### src/rtl/uart_pkg.sv
// Shared UART definitions: receiver state encodings, frame width, parity sense.
package uart_pkg;

  localparam int DATA_W = 8;

  // Odd parity: data bits plus parity bit carry an odd number of ones.
  localparam bit PARITY_ODD = 1'b1;

  typedef enum logic [2:0] {
    IDLE   = 3'd0,
    START  = 3'd1,
    DATA   = 3'd2,
    PARITY = 3'd3,
    STOP   = 3'd4
  } rx_state_e;

  // Parity bit the transmitter appends for a given data byte.
  function automatic logic parity_bit(input logic [DATA_W-1:0] d);
    return PARITY_ODD ? ~^d : ^d;
  endfunction

endpackage

### src/rtl/uart_rx_sync.sv
// Multi-flop synchroniser for the asynchronous rx pin, idle-high reset,
// plus a one-cycle falling-edge detect on the synchronised line.
module uart_rx_sync #(
  parameter int SYNC_STAGES = 2
) (
  input  logic clk,
  input  logic rst_n,
  input  logic rx,
  output logic rx_s,
  output logic fall_o
);

  logic [SYNC_STAGES-1:0] sync_q, sync_d;
  logic                   prev_q, prev_d;

  // Shift the raw pin through the chain; remember last synchronised value.
  always_comb begin
    sync_d = {sync_q[SYNC_STAGES-2:0], rx};
    prev_d = sync_q[SYNC_STAGES-1];
  end

  // Reset to the idle (high) line level so reset release never looks like a start edge.
  always_ff @(posedge clk or negedge rst_n) begin
    if (!rst_n) begin
      sync_q <= '1;
      prev_q <= 1'b1;
    end else begin
      sync_q <= sync_d;
      prev_q <= prev_d;
    end
  end

  assign rx_s   = sync_q[SYNC_STAGES-1];
  assign fall_o = prev_q & ~rx_s;

endmodule

### src/rtl/uart_rx.sv
// UART receiver: 8 data bits LSB first, odd parity, one stop bit.
// Oversampled on the system clock with a baud-cycle bit period; good bytes
// are pushed into the RX FIFO, errors are reported through sticky flags.
module uart_rx
  import uart_pkg::*;
#(
  parameter int SYNC_STAGES = 2
) (
  input  logic              clk,
  input  logic              rst_n,
  input  logic              rx_en,
  input  logic              rx,
  input  logic [31:0]       baud,
  output logic [DATA_W-1:0] data_o,
  output logic              we_o,
  input  logic              full_i,
  input  logic              clr_err_i,
  output logic              parity_err_o,
  output logic              frame_err_o,
  output logic              overrun_o
);

  logic rx_s, fall;

  uart_rx_sync #(.SYNC_STAGES(SYNC_STAGES)) u_sync (
    .clk    (clk),
    .rst_n  (rst_n),
    .rx     (rx),
    .rx_s   (rx_s),
    .fall_o (fall)
  );

  // Only the low 17 bits of the divisor register are meaningful.
  logic [14:0] unused_baud_hi;
  assign unused_baud_hi = baud[31:17];

  logic [16:0] half, full;
  assign half = {1'b0, baud[16:1]} - 17'd1;
  assign full = baud[16:0] - 17'd1;

  rx_state_e         state_q, state_d;
  logic [16:0]       cnt_q, cnt_d;
  logic [2:0]        bit_idx_q, bit_idx_d;
  logic [DATA_W-1:0] shreg_q, shreg_d;
  logic              par_q, par_d;
  logic [DATA_W-1:0] data_q, data_d;
  logic              we_q, we_d;
  logic              perr_q, perr_d;
  logic              ferr_q, ferr_d;
  logic              ovr_q, ovr_d;
  logic              perr_set, ferr_set, ovr_set;

  // Frame FSM: next state, bit counters, and the stop-bit verdict.
  always_comb begin
    state_d   = state_q;
    cnt_d     = cnt_q;
    bit_idx_d = bit_idx_q;
    shreg_d   = shreg_q;
    par_d     = par_q;
    data_d    = data_q;
    we_d      = 1'b0;
    perr_set  = 1'b0;
    ferr_set  = 1'b0;
    ovr_set   = 1'b0;

    if (state_q != IDLE && !rx_en) begin
      // Disabled mid-frame: drop everything silently.
      state_d = IDLE;
      cnt_d   = '0;
    end else begin
      unique case (state_q)
        IDLE: begin
          cnt_d = '0;
          if (fall && rx_en) state_d = START;
        end
        START: begin
          if (cnt_q == half) begin
            cnt_d     = '0;
            bit_idx_d = '0;
            // A line back high at mid-start was a glitch, not a frame.
            state_d   = rx_s ? IDLE : DATA;
          end else begin
            cnt_d = cnt_q + 17'd1;
          end
        end
        DATA: begin
          if (cnt_q == full) begin
            cnt_d     = '0;
            shreg_d   = {rx_s, shreg_q[DATA_W-1:1]};
            bit_idx_d = bit_idx_q + 3'd1;
            if (bit_idx_q == 3'd7) state_d = PARITY;
          end else begin
            cnt_d = cnt_q + 17'd1;
          end
        end
        PARITY: begin
          if (cnt_q == full) begin
            cnt_d   = '0;
            par_d   = rx_s;
            state_d = STOP;
          end else begin
            cnt_d = cnt_q + 17'd1;
          end
        end
        STOP: begin
          if (cnt_q == full) begin
            // Leave at mid-stop so a back-to-back start edge is not missed.
            cnt_d    = '0;
            state_d  = IDLE;
            perr_set = (par_q != parity_bit(shreg_q));
            if (!rx_s) begin
              ferr_set = 1'b1;
            end else if (full_i) begin
              ovr_set = 1'b1;
            end else begin
              we_d   = 1'b1;
              data_d = shreg_q;
            end
          end else begin
            cnt_d = cnt_q + 17'd1;
          end
        end
        default: begin
          state_d = IDLE;
          cnt_d   = '0;
        end
      endcase
    end

    // Sticky flags: a set in the same cycle as a clear takes priority.
    perr_d = perr_set | (perr_q & ~clr_err_i);
    ferr_d = ferr_set | (ferr_q & ~clr_err_i);
    ovr_d  = ovr_set  | (ovr_q  & ~clr_err_i);
  end

  // All receiver state, with registered outputs.
  always_ff @(posedge clk or negedge rst_n) begin
    if (!rst_n) begin
      state_q   <= IDLE;
      cnt_q     <= '0;
      bit_idx_q <= '0;
      shreg_q   <= '0;
      par_q     <= 1'b0;
      data_q    <= '0;
      we_q      <= 1'b0;
      perr_q    <= 1'b0;
      ferr_q    <= 1'b0;
      ovr_q     <= 1'b0;
    end else begin
      state_q   <= state_d;
      cnt_q     <= cnt_d;
      bit_idx_q <= bit_idx_d;
      shreg_q   <= shreg_d;
      par_q     <= par_d;
      data_q    <= data_d;
      we_q      <= we_d;
      perr_q    <= perr_d;
      ferr_q    <= ferr_d;
      ovr_q     <= ovr_d;
    end
  end

  assign data_o       = data_q;
  assign we_o         = we_q;
  assign parity_err_o = perr_q;
  assign frame_err_o  = ferr_q;
  assign overrun_o    = ovr_q;

endmodule

### config.mk
export PLATFORM = sky130hd
export DESIGN_NAME = uart_rx
export DESIGN_NICKNAME = d
export VERILOG_FILES = /design/src/rtl/uart_pkg.sv /design/src/rtl/uart_rx_sync.sv /design/src/rtl/uart_rx.sv
export SDC_FILE = /design/constraint.sdc
export NUM_CORES = 1
export LEC_CHECK = 0
export BUFFER_PORTS_ARGS = -buffer_cell sky130_fd_sc_hd__buf_2
export CAP_MARGIN = 10
export CORE_MARGIN = 2
export CORE_UTILIZATION = 48
export DETAILED_ROUTE_END_ITERATION = 7
export HOLD_SLACK_MARGIN = 0.03
export PLACE_DENSITY = 0.71
export SLEW_MARGIN = 10
export SYNTH_ARGS = -nofsm -noshare
export SYNTH_HDL_FRONTEND = slang
export SYNTH_SLANG_ARGS = --single-unit
### constraint.sdc
create_clock -name clk -period 4.38 [get_ports clk]
set_clock_uncertainty 0.05 [all_clocks]
set_input_delay 0.438 -clock clk [delete_from_list [all_inputs] [get_ports clk]]
set_output_delay 0.438 -clock clk [all_outputs]
set_load 0.01 [all_outputs]
==> key figures, run 1 <==
Die
  – I/O pin total: 50
  – Core region area: 7140 µm²
  – DIE WIDTH: 89.1 µm
  – Die ar.: approximately 7900 µm²
  – Row count: 31
  – Die height: 89.1 µm
  – Initial Utilization: 0.487

Clock network
  – H-tree levels: 2
  – CTS buffer count: 5
  – CTS Hold Buffers Added: 0
  – Post-CTS Setup Bufs: 0
  – Clock sinks: 47
  – CTS tree: done
  – Clock transition at path regs: approximately 0.10 ns
  – Worst-Skew Late Latency: around 0.3 ns
  – CTS max path bufs: 2
  – Post_cts resized: 0
  – Root buf cell: clkbuf_8

Routing
  – Total iterations of the first detailed-routing run: 4
  – Drt wl/cell: approximately 15 µm
  – Routed WL: about 7.2 mm
  – Post-DRT Antenna Nets: 0
  – Via count: 2763
  – Vias per cell: 5.64
  – DRC viols: 0
  – Initial DRC Count: 130

Logic synthesis
  – Syn Nets: 412
  – EDFF count, synth: 0
  – Synth warnings: 0
  – FFs w/ async S/R, synth: 1.00
  – Syn_area_per_cell: around 9.4 µm²
  – Sequential-to-total area share from yosys stat: 0.339
  – Synthesized cell area: 3480 µm²
  – Main flop type after synthesis: dfrtp_1
  – Synth unique cells: 63
  – Synth Register Bits: 47
  – Mapped Cells: approximately 370

Setup path
  – Setup crit start: baud[1]
  – Critical path cell sequence: buf_2 -> inv_1 -> ha_1 -> nor3b_2 -> nand3_2 -> or4b_1 -> a2111oi_4 -> a211oi_2 -> o31ai_4 -> nor2_1
  – Bufs and invs on worst path: 2
  – Arr. time, crit path: 3.58 ns
  – Worst setup EP type: register
  – Kind of cell adding the most delay to the critical path: simple AND/OR/NAND/NOR gates
  – Largest stage delay on the critical path: between 0.6 and 0.7 ns
  – FF-to-FF Start: cnt_q[9]
  – Crit path required time: 4.48 ns
  – Critical path type: in -> reg
  – CP max-delay cell: o31ai_4
  – CP max FO: 17
  – Startpoint Class: input pin

STA
  – Least-Margin Pin Slew: 1.04 ns
  – Hold Vio Cnt, Final: 0
  – Endpoints failing setup: 0
  – Unrepaired setup endpoints after global routing: false
  – Slew margin rel.: 0.306
  – Post-route setup slack: 0.907 ns
  – Setup TNS: 0 ns
  – F_max: approximately 0.29 GHz
  – Fin crit period: roughly 3.5 ns
  – Slew Viols, Final: 0
  – Final period util: 0.793
  – Hold Worst Slack: 0.176 ns

Placed design
  – Routability congestion estimate: a little over 0.9
  – Worst Setup Slack post-DPL: 0.591 ns
  – Dpl cell area: 3610 µm²
  – Hpwl dp: 5.49 mm
  – Port buffer count: 34

Final layout
  – Register Area: 1180 µm²
  – Syn-to-layout area delta: 7.13%
  – # diodes: 0
  – Final nets: 433
  – Share of layout cells above drive strength 1: 0.212
  – Fin area: between 3000 and 4000 µm²
  – Fill count: between 600 and 700
  – Commonest cells after routing, fill and taps aside: dfrtp_1, nor2_1, xnor2_1, buf_2, xor2_1
  – Area of the multi-input gates: 2070 µm²
  – Commonest non-fill, non-tap cell in the layout: dfrtp_1

Status
  – Outcome: finished clean

Hold path
  – Worst min-delay path class: in -> reg
  – Hold_sp: rx

Pwr
  – Worst VDD drop: between 0.00015 and 0.0002 V
  – Leakage: 1.57 nW
  – Power per cell area: 262 nW/µm²

Global route
  – Vias in the first global route: 2642
  – First-pass GRT wire length: around 12 mm
  – Initial antenna violation count: 0
  – Pin count of the biggest net entering global routing: 48
  – Overall routing resource usage: 0.196
  – Overflow after GRT: 0

Flow run
  – Max cap viols: 0
## state kept, by name, indices dropped and copies added (netlist names)
| name | count |
|---|---|
| we_o | 1 |
| par_q | 1 |
| state_q | 3 |
| data_o | 8 |
| u_sync.sync_q | 2 |
| parity_err_o | 1 |
| shreg_q | 8 |
| cnt_q | 17 |
| u_sync.prev_q | 1 |
| frame_err_o | 1 |
| overrun_o | 1 |
| bit_idx_q | 3 |
## metrics by stage
step,total power [mW],utilization,cells
after floorplan,0.617,-,369
after CTS,0.986,0.522,490
after detailed placement,0.660,0.506,482
after global routing,1.03,0.522,490
final,0.976,0.522,490
after global placement,0.656,0.506,482
## where the power goes
part / internal [mW] / switching [mW]
sequential: 0.447 / 0.0244
clock: 0.172 / 0.151
combinational: 0.0682 / 0.113
## kinds of logic (layout without fill, tap and decap cells)
| group | after synthesis | after routing | share of synthesized area |
|---|---|---|---|
| and+or+nand+nor | 157 | 157 | 0.262 |
| xor gates and xnor gates | 57 | 57 | 0.144 |
| DFF | 47 | 47 | 0.339 |
| AOI/OAI and AO/OA | 43 | 43 | 0.0968 |
| buffers and inverters | 36 | 58 | 0.0637 |
| muxes | 24 | 24 | 0.0763 |
| adders and majority gates | 5 | 5 | 0.0180 |
## cell usage after synthesis (all sizes together) (2+ instances only)
cell | instances | share of area
a21o | 4 | 0.0086
and3 | 10 | 0.018
nor2b | 3 | 0.0054
xnor2 | 35 | 0.088
clkbuf | 6 | 0.0065
dfstp | 3 | 0.023
nor4b | 6 | 0.017
or3b | 2 | 0.0050
o221ai | 2 | 0.0050
or2 | 5 | 0.0090
a21oi | 5 | 0.0072
nand2b | 6 | 0.011
and2 | 3 | 0.0058
a2111oi | 2 | 0.010
o21ai | 5 | 0.0072
nand3 | 19 | 0.032
nor4 | 7 | 0.023
o21a | 2 | 0.0043
nor2 | 37 | 0.040
a31oi | 3 | 0.0054
nand4 | 11 | 0.020
mux2i | 4 | 0.012
or3 | 3 | 0.0054
a211oi | 4 | 0.010
mux2 | 20 | 0.065
dfrtp | 44 | 0.32
xor2 | 22 | 0.055
nand2 | 21 | 0.023
o31ai | 2 | 0.0083
ha | 5 | 0.018
or4 | 3 | 0.0076
o22ai | 6 | 0.011
nor3b | 3 | 0.0079
and4 | 3 | 0.0076
inv | 16 | 0.017
buf | 14 | 0.040
nor3 | 12 | 0.017
## worst reg2reg max path, stage by stage (launching register included)
cell and delay (ns):
dfrtp_1 0.45, xnor2_1 0.27, or3b_2 0.47, mux2i_1 0.13, o22ai_1 0.16, nor4b_2 0.40
a21boi_1 0.17, o31ai_4 0.66, nor2_1 0.12
## layout make-up
cell class | count | share of cell area
well taps | 99 | 0.0333
clock inverters | 3 | 0.0124
multi-input cells | 286 | 0.557
inverters | 16 | 0.0161
flip-flops and latches | 47 | 0.317
repair buffers | 34 | 0.0457
clock buffers | 5 | 0.0185
## path summary, 6_finish.rpt
| kind | to | slack, ns | depth (start not counted) |
|---|---|---|---|
| max | cnt_q[5] | 0.91 | 10 |
| min | u_sync.sync_q[0] | 0.18 | 1 |
| max reg2reg | cnt_q[5] | 1.36 | 8 |
| min reg2reg | u_sync.sync_q[1] | 0.31 | 0 |
| max in group asynchronous | data_o[4] | 3.37 | 1 |
| min in group asynchronous | cnt_q[2] | 0.26 | 1 |
## per-layer routing
layer | routed length (µm) | GRT usage | vias to the layer above | part of all wire
met1 | 3270 | 0.263 | 1344 | 0.45
li1 | - | - | 1348 | -
met3 | 321 | 0.0277 | 8 | 0.044
met2 | 3560 | 0.334 | 63 | 0.49
met4 | 95 | 0.0502 | 0 | 0.013
met5 | 0 | 0 | - | 0
Power figures use the tool's default switching activity.
==> run 2, diff against run 1 <==
- clock period: 4.38 -> 3.3 ns (I/O delays scaled with it)
==> key figures, run 2 (synthesis results as in run 1) <==
STA
  – Endpoints failing setup: 0 (unchanged)
  – Hold Vio Cnt, Final: 0 (unchanged)
  – Final period util: 0.886
  – Slew margin rel.: 0.316 (+0.0106)
  – Slew Viols, Final: 0 (unchanged)
  – Hold Worst Slack: 0.0733 ns (-0.102 ns)
  – Setup TNS: 0 ns (unchanged)
  – Fin crit period: 2.92 ns
  – Unrepaired setup endpoints after global routing: false
  – Least-Margin Pin Slew: 1.03 ns (-0.0159 ns)
  – Post-route setup slack: 0.376 ns (-0.531 ns)
  – F_max: roughly 0.34 GHz

Final layout
  – # diodes: 0 (unchanged)
  – Syn-to-layout area delta: 8.50%
  – Final nets: 442 (+2.1%)
  – Largest register FFs: 17 (unchanged)
  – Area of the multi-input gates: 2070 µm² (unchanged)
  – Fill count: 676 (-0.73%)
  – Register Area: 1180 µm² (unchanged)
  – Commonest non-fill, non-tap cell in the layout: dfrtp_1
  – Share of layout cells above drive strength 1: 0.230 (+0.0177)
  – Commonest cells after routing, fill and taps aside: dfrtp_1, nor2_1, xnor2_1, buf_2, xor2_1
  – Most flops, register: cnt_q

Clock network
  – Root buf cell: clkbuf_8
  – CTS Hold Buffers Added: 0 (unchanged)
  – Worst-Skew Late Latency: 0.30 ns (about the same)
  – Clock transition at path regs: 0.10 ns (about the same)
  – Clock sinks: 47 (unchanged)
  – Post_cts resized: 0 (unchanged)
  – Post-CTS Setup Bufs: 0 (unchanged)
  – CTS buffer count: 5 (unchanged)
  – CTS tree: done
  – H-tree levels: 2 (unchanged)
  – CTS max path bufs: 2 (unchanged)

Routing
  – Initial DRC Count: 95 (-27%)
  – DRC viols: 0 (unchanged)
  – Routed WL: 7.78 mm (+7.4%)
  – Vias per cell: 5.62 (-0.28%)
  – Post-DRT Antenna Nets: 0 (unchanged)
  – Drt wl/cell: 15.6 µm (+5.5%)
  – Total iterations of the first detailed-routing run: 4 (unchanged)
  – Via count: 2806 (+1.6%)

Pwr
  – Overall power: 1.25 mW (+28%)
  – Worst VDD drop: 0.000201 V (+33%)
  – Leakage: 1.61 nW (+2.5%)
  – Power per cell area: 331 nW/µm² (+26%)

Setup path
  – Reg2Reg Depth: 8 (unchanged)
  – Startpoint Class: input pin
  – FF-to-FF setup slack: 0.52 ns (-0.84 ns)
  – Crit path required time: 3.44 ns (-1.04 ns)
  – Worst setup EP type: register
  – Critical path type: in -> reg
  – CP max FO: 10 (-7)
  – FF-to-FF Start: cnt_q[9]
  – Arr. time, crit path: 3.06 ns (-0.52 ns)
  – Reg2reg end: shreg_q[0]
  – Setup crit start: baud[1]

Status
  – Outcome: finished clean

Global route
  – Initial antenna violation count: 0 (unchanged)
  – First-pass GRT wire length: 13.2 mm (+7.3%)
  – Pin count of the biggest net entering global routing: 48 (unchanged)
  – Vias in the first global route: 2801 (+6.0%)
  – Overflow after GRT: 0 (unchanged)
  – Overall routing resource usage: 0.212 (+0.0163)

Hold path
  – Hold path depth: 1 (unchanged)
  – WHS Endpoint: u_sync.sync_q[0]
  – Hold_sp: rx
  – Worst min-delay path class: in -> reg

Die
  – Die ar.: 7940 µm² (unchanged)
  – Core region area: 7140 µm² (unchanged)
  – Initial Utilization: 0.487 (unchanged)
  – Row count: 31 (unchanged)
  – I/O pin total: 50 (unchanged)
  – DIE WIDTH: 89.1 µm (unchanged)
  – Die height: 89.1 µm (unchanged)

Flow run
  – Max cap viols: 0 (unchanged)

Placed design
  – Hpwl dp: 5.88 mm (+7.1%)
  – Port buffer count: 34 (unchanged)
  – Worst Setup Slack post-DPL: 0.0525 ns (-0.538 ns)
  – Routability congestion estimate: 0.917 (-1.8%)
[run 2: cell count changes in the layout (fill, tap and decap cells not counted), sizes merged]
cell / previous run / this run
bufinv: 1 / 0
buf: 34 / 43
clkinvlp: 1 / 0
inv: 17 / 19
[run 2: metrics by stage]
| step | std cells | utilization | area [µm²] |
|---|---|---|---|
| 2_1_floorplan | 369 | - | 3480 |
| 6_report | 499 | 0.528 | 3770 |
| 3_5_place_dp | 491 | 0.515 | 3680 |
| 3_3_place_gp | 491 | 0.515 | 3680 |
| 4_1_cts | 499 | 0.528 | 3770 |
| 5_1_grt | 499 | 0.528 | 3770 |
[run 2: how the worst max path moves through the flow]
stage	slack, ns	endpoint	depth (start not counted)
after floorplan	0.30	cnt_q[10]	10
after global placement	0.14	cnt_q[9]	11
after detailed placement	0.05	bit_idx_q[1]	10
after CTS	0.36	bit_idx_q[1]	10
after global routing	0.20	bit_idx_q[1]	10
final	0.38	cnt_q[5]	11
[run 2: critical path, stage by stage]
cell       delay (ns)
buf_2            0.12
inv_1            0.07
ha_1             0.26
nor3b_2          0.33
nand3_2          0.18
or4b_1           0.59
a2111oi_4        0.47
a211oi_2         0.15
o31ai_4          0.28
buf_4            0.21
nor2_1           0.07
[run 2: area by class of cell]
cell class | instances | area share
multi-input combinational | 286 | 0.550
sequential | 47 | 0.313
tap | 99 | 0.0328
clock inverter | 3 | 0.00697
inverter | 16 | 0.0159
clock buffer | 5 | 0.0182
timing repair buffer | 43 | 0.0630
[run 2: power by group]
group	internal, mW	switching (mW)
Clock	0.157	0.207
Combinational	0.102	0.154
Sequential	0.593	0.0328
[run 2: layer usage]
| layer | part of all wire | vias up | track usage |
|---|---|---|---|
| met1 | 0.44 | 1350 | 0.281 |
| li1 | - | 1370 | - |
| met4 | 0.012 | 0 | 0.0611 |
| met5 | 0 | - | 0 |
| met3 | 0.049 | 10 | 0.0314 |
| met2 | 0.50 | 76 | 0.362 |
==> run 3, diff against run 2 <==
- CAP_MARGIN: 10 -> 15
- CTS_BUF_LIST: default -> sky130_fd_sc_hd__clkbuf_8
==> key figures, run 3 (synthesis results as in run 1) <==
Placed design
  – Port buffer count: 34 (unchanged)
  – Hpwl dp: 5.88 mm (unchanged)
  – Inst Count DP: 491 (unchanged)
  – Routability congestion estimate: 0.917 (unchanged)

STA
  – Hold Vio Cnt, Final: 0 (unchanged)
  – Unrepaired setup endpoints after global routing: false
  – Fin crit period: 2.91 ns (-0.0114 ns)
  – Slew margin rel.: 0.580 (+0.264)
  – Setup TNS: 0 ns (unchanged)
  – Slew Viols, Final: 0 (unchanged)
  – Least-Margin Pin Slew: 0.624 ns (-0.402 ns)
  – Final period util: 0.883 (-0.00345)
  – Endpoints failing setup: 0 (unchanged)
  – F_max: 0.343 GHz (+0.39%)

Die
  – Die ar.: 7940 µm² (unchanged)
  – I/O pin total: 50 (unchanged)
  – Die height: 89.1 µm (unchanged)
  – DIE WIDTH: 89.1 µm (unchanged)
  – Initial Utilization: 0.487 (unchanged)
  – Core region area: 7140 µm² (unchanged)
  – Row count: 31 (unchanged)

Final layout
  – # diodes: 0 (unchanged)
  – Area of the multi-input gates: 2070 µm² (unchanged)
  – Post-Route Utilization: 0.533 (+0.00421)
  – Syn-to-layout area delta: 9.36%
  – Register Area: 1180 µm² (unchanged)
  – Share of layout cells above drive strength 1: 0.231 (+0.00134)
  – Commonest non-fill, non-tap cell in the layout: dfrtp_1
  – Final nets: 444 (+0.45%)
  – Most flops, register: cnt_q
  – Fill count: 673 (-0.44%)
  – Commonest cells after routing, fill and taps aside: dfrtp_1, nor2_1, xnor2_1, buf_2, xor2_1
  – Fin cells: 501 (+0.40%)
  – Largest register FFs: 17 (unchanged)

Global route
  – Pin count of the biggest net entering global routing: 48 (unchanged)
  – First-pass GRT wire length: 13.2 mm (unchanged)
  – Initial antenna violation count: 0 (unchanged)
  – Overall routing resource usage: 0.212 (unchanged)
  – Overflow after GRT: 0 (unchanged)
  – Vias in the first global route: 2801 (unchanged)

Clock network
  – Clock sinks: 47 (unchanged)
  – Post_cts resized: 0 (unchanged)
  – Post-CTS Setup Bufs: 0 (unchanged)
  – Worst-Skew Late Latency: 0.30 ns (about the same)
  – CTS Hold Buffers Added: 0 (unchanged)
  – Clock transition at path regs: 0.10 ns (about the same)
  – Root buf cell: clkbuf_8
  – CTS max path bufs: 2 (unchanged)
  – CTS buffer count: 5 (unchanged)
  – H-tree levels: 2 (unchanged)
  – CTS tree: done

Hold path
  – Hold_sp: rx
  – Worst min-delay path class: in -> reg
  – Hold path depth: 1 (unchanged)
  – WHS Endpoint: u_sync.sync_q[0]

Setup path
  – Worst setup EP type: register
  – Critical path cell sequence: buf_2 -> inv_1 -> ha_1 -> nor3b_2 -> nand3_2 -> or4b_1 -> a2111oi_4 -> a211oi_2 -> o31ai_4 -> buf_4 -> nor2_1
  – Critical path type: in -> reg
  – Arr. time, crit path: 3.05 ns (about the same)
  – FF-to-FF Start: cnt_q[9]
  – Crit path required time: 3.44 ns (about the same)
  – Reg2reg end: shreg_q[0]
  – Largest stage delay on the critical path: 0.59 ns (about the same)
  – CP max-delay cell: or4b_1
  – FF-to-FF setup slack: 0.52 ns (about the same)
  – CP max FO: 10 (unchanged)
  – Reg2Reg Depth: 8 (unchanged)
  – Startpoint Class: input pin

Routing
  – Total iterations of the first detailed-routing run: 4 (unchanged)
  – Via count: 2819 (+0.46%)
  – Vias per cell: 5.63 (about the same)
  – Drt wl/cell: 15.5 µm (-0.53%)
  – Routed WL: 7.77 mm (-0.13%)
  – DRC viols: 0 (unchanged)
  – Post-DRT Antenna Nets: 0 (unchanged)
  – Initial DRC Count: 88 (-7.4%)

Status
  – Outcome: finished clean

Pwr
  – Overall power: 1.25 mW (+0.26%)
  – Leakage: 1.63 nW (+0.84%)
  – Power per cell area: 329 nW/µm² (-0.54%)
  – Worst VDD drop: 0.000201 V (-0.14%)

Flow run
  – Max cap viols: 0 (unchanged)
run 3: area by class of cell:
cell class / count / share of cell area
well taps: 99 / 0.0326
repair buffers: 45 / 0.0704
multi-input cells: 286 / 0.546
inverters: 16 / 0.0158
clock inverters: 3 / 0.00691
clock buffers: 5 / 0.0181
flip-flops and latches: 47 / 0.310
run 3: power breakdown:
group	leakage (nW)	total (mW)	internal, mW	switching (mW)
Clock	0.0495	0.364	0.157	0.207
Sequential	0.633	0.626	0.593	0.0329
Combinational	0.943	0.260	0.106	0.154
Total	1.63	1.25	0.856	0.394
run 3: through the flow:
step	setup WS, ns	hold slack (ns)	area, µm²
floorplan	0.302	-0.0156	3480
global placement	0.144	0.297	3680
detailed placement	0.0525	0.299	3680
CTS	0.362	0.0606	3770
global route	0.197	0.0508	3800
finish	0.387	0.0729	3800
run 3: worst max path at each step:
stage                         to  slack [ns]  startpoint
finish                  cnt_q[5]        0.39     baud[2]
global route        bit_idx_q[1]        0.20     baud[2]
CTS                 bit_idx_q[1]        0.36     baud[1]
detailed placement  bit_idx_q[1]        0.05     baud[1]
global placement        cnt_q[9]        0.14     baud[1]
floorplan              cnt_q[10]        0.30     baud[1]
run 3: routing by layer:
layer / global-route usage / part of all wire / vias up
met4: 0.0611 / 0.012 / 0
met1: 0.281 / 0.44 / 1364
li1: - / - / 1373
met5: 0 / 0 / -
met2: 0.362 / 0.50 / 72
met3: 0.0314 / 0.044 / 10
run 3: worst max-delay path, delay by kind of cell:
kind            cells  cell delay, ns
compound gates      3            0.90
buf+inv             3            0.41
fa+ha+maj           1            0.24
simple gates        4            1.16
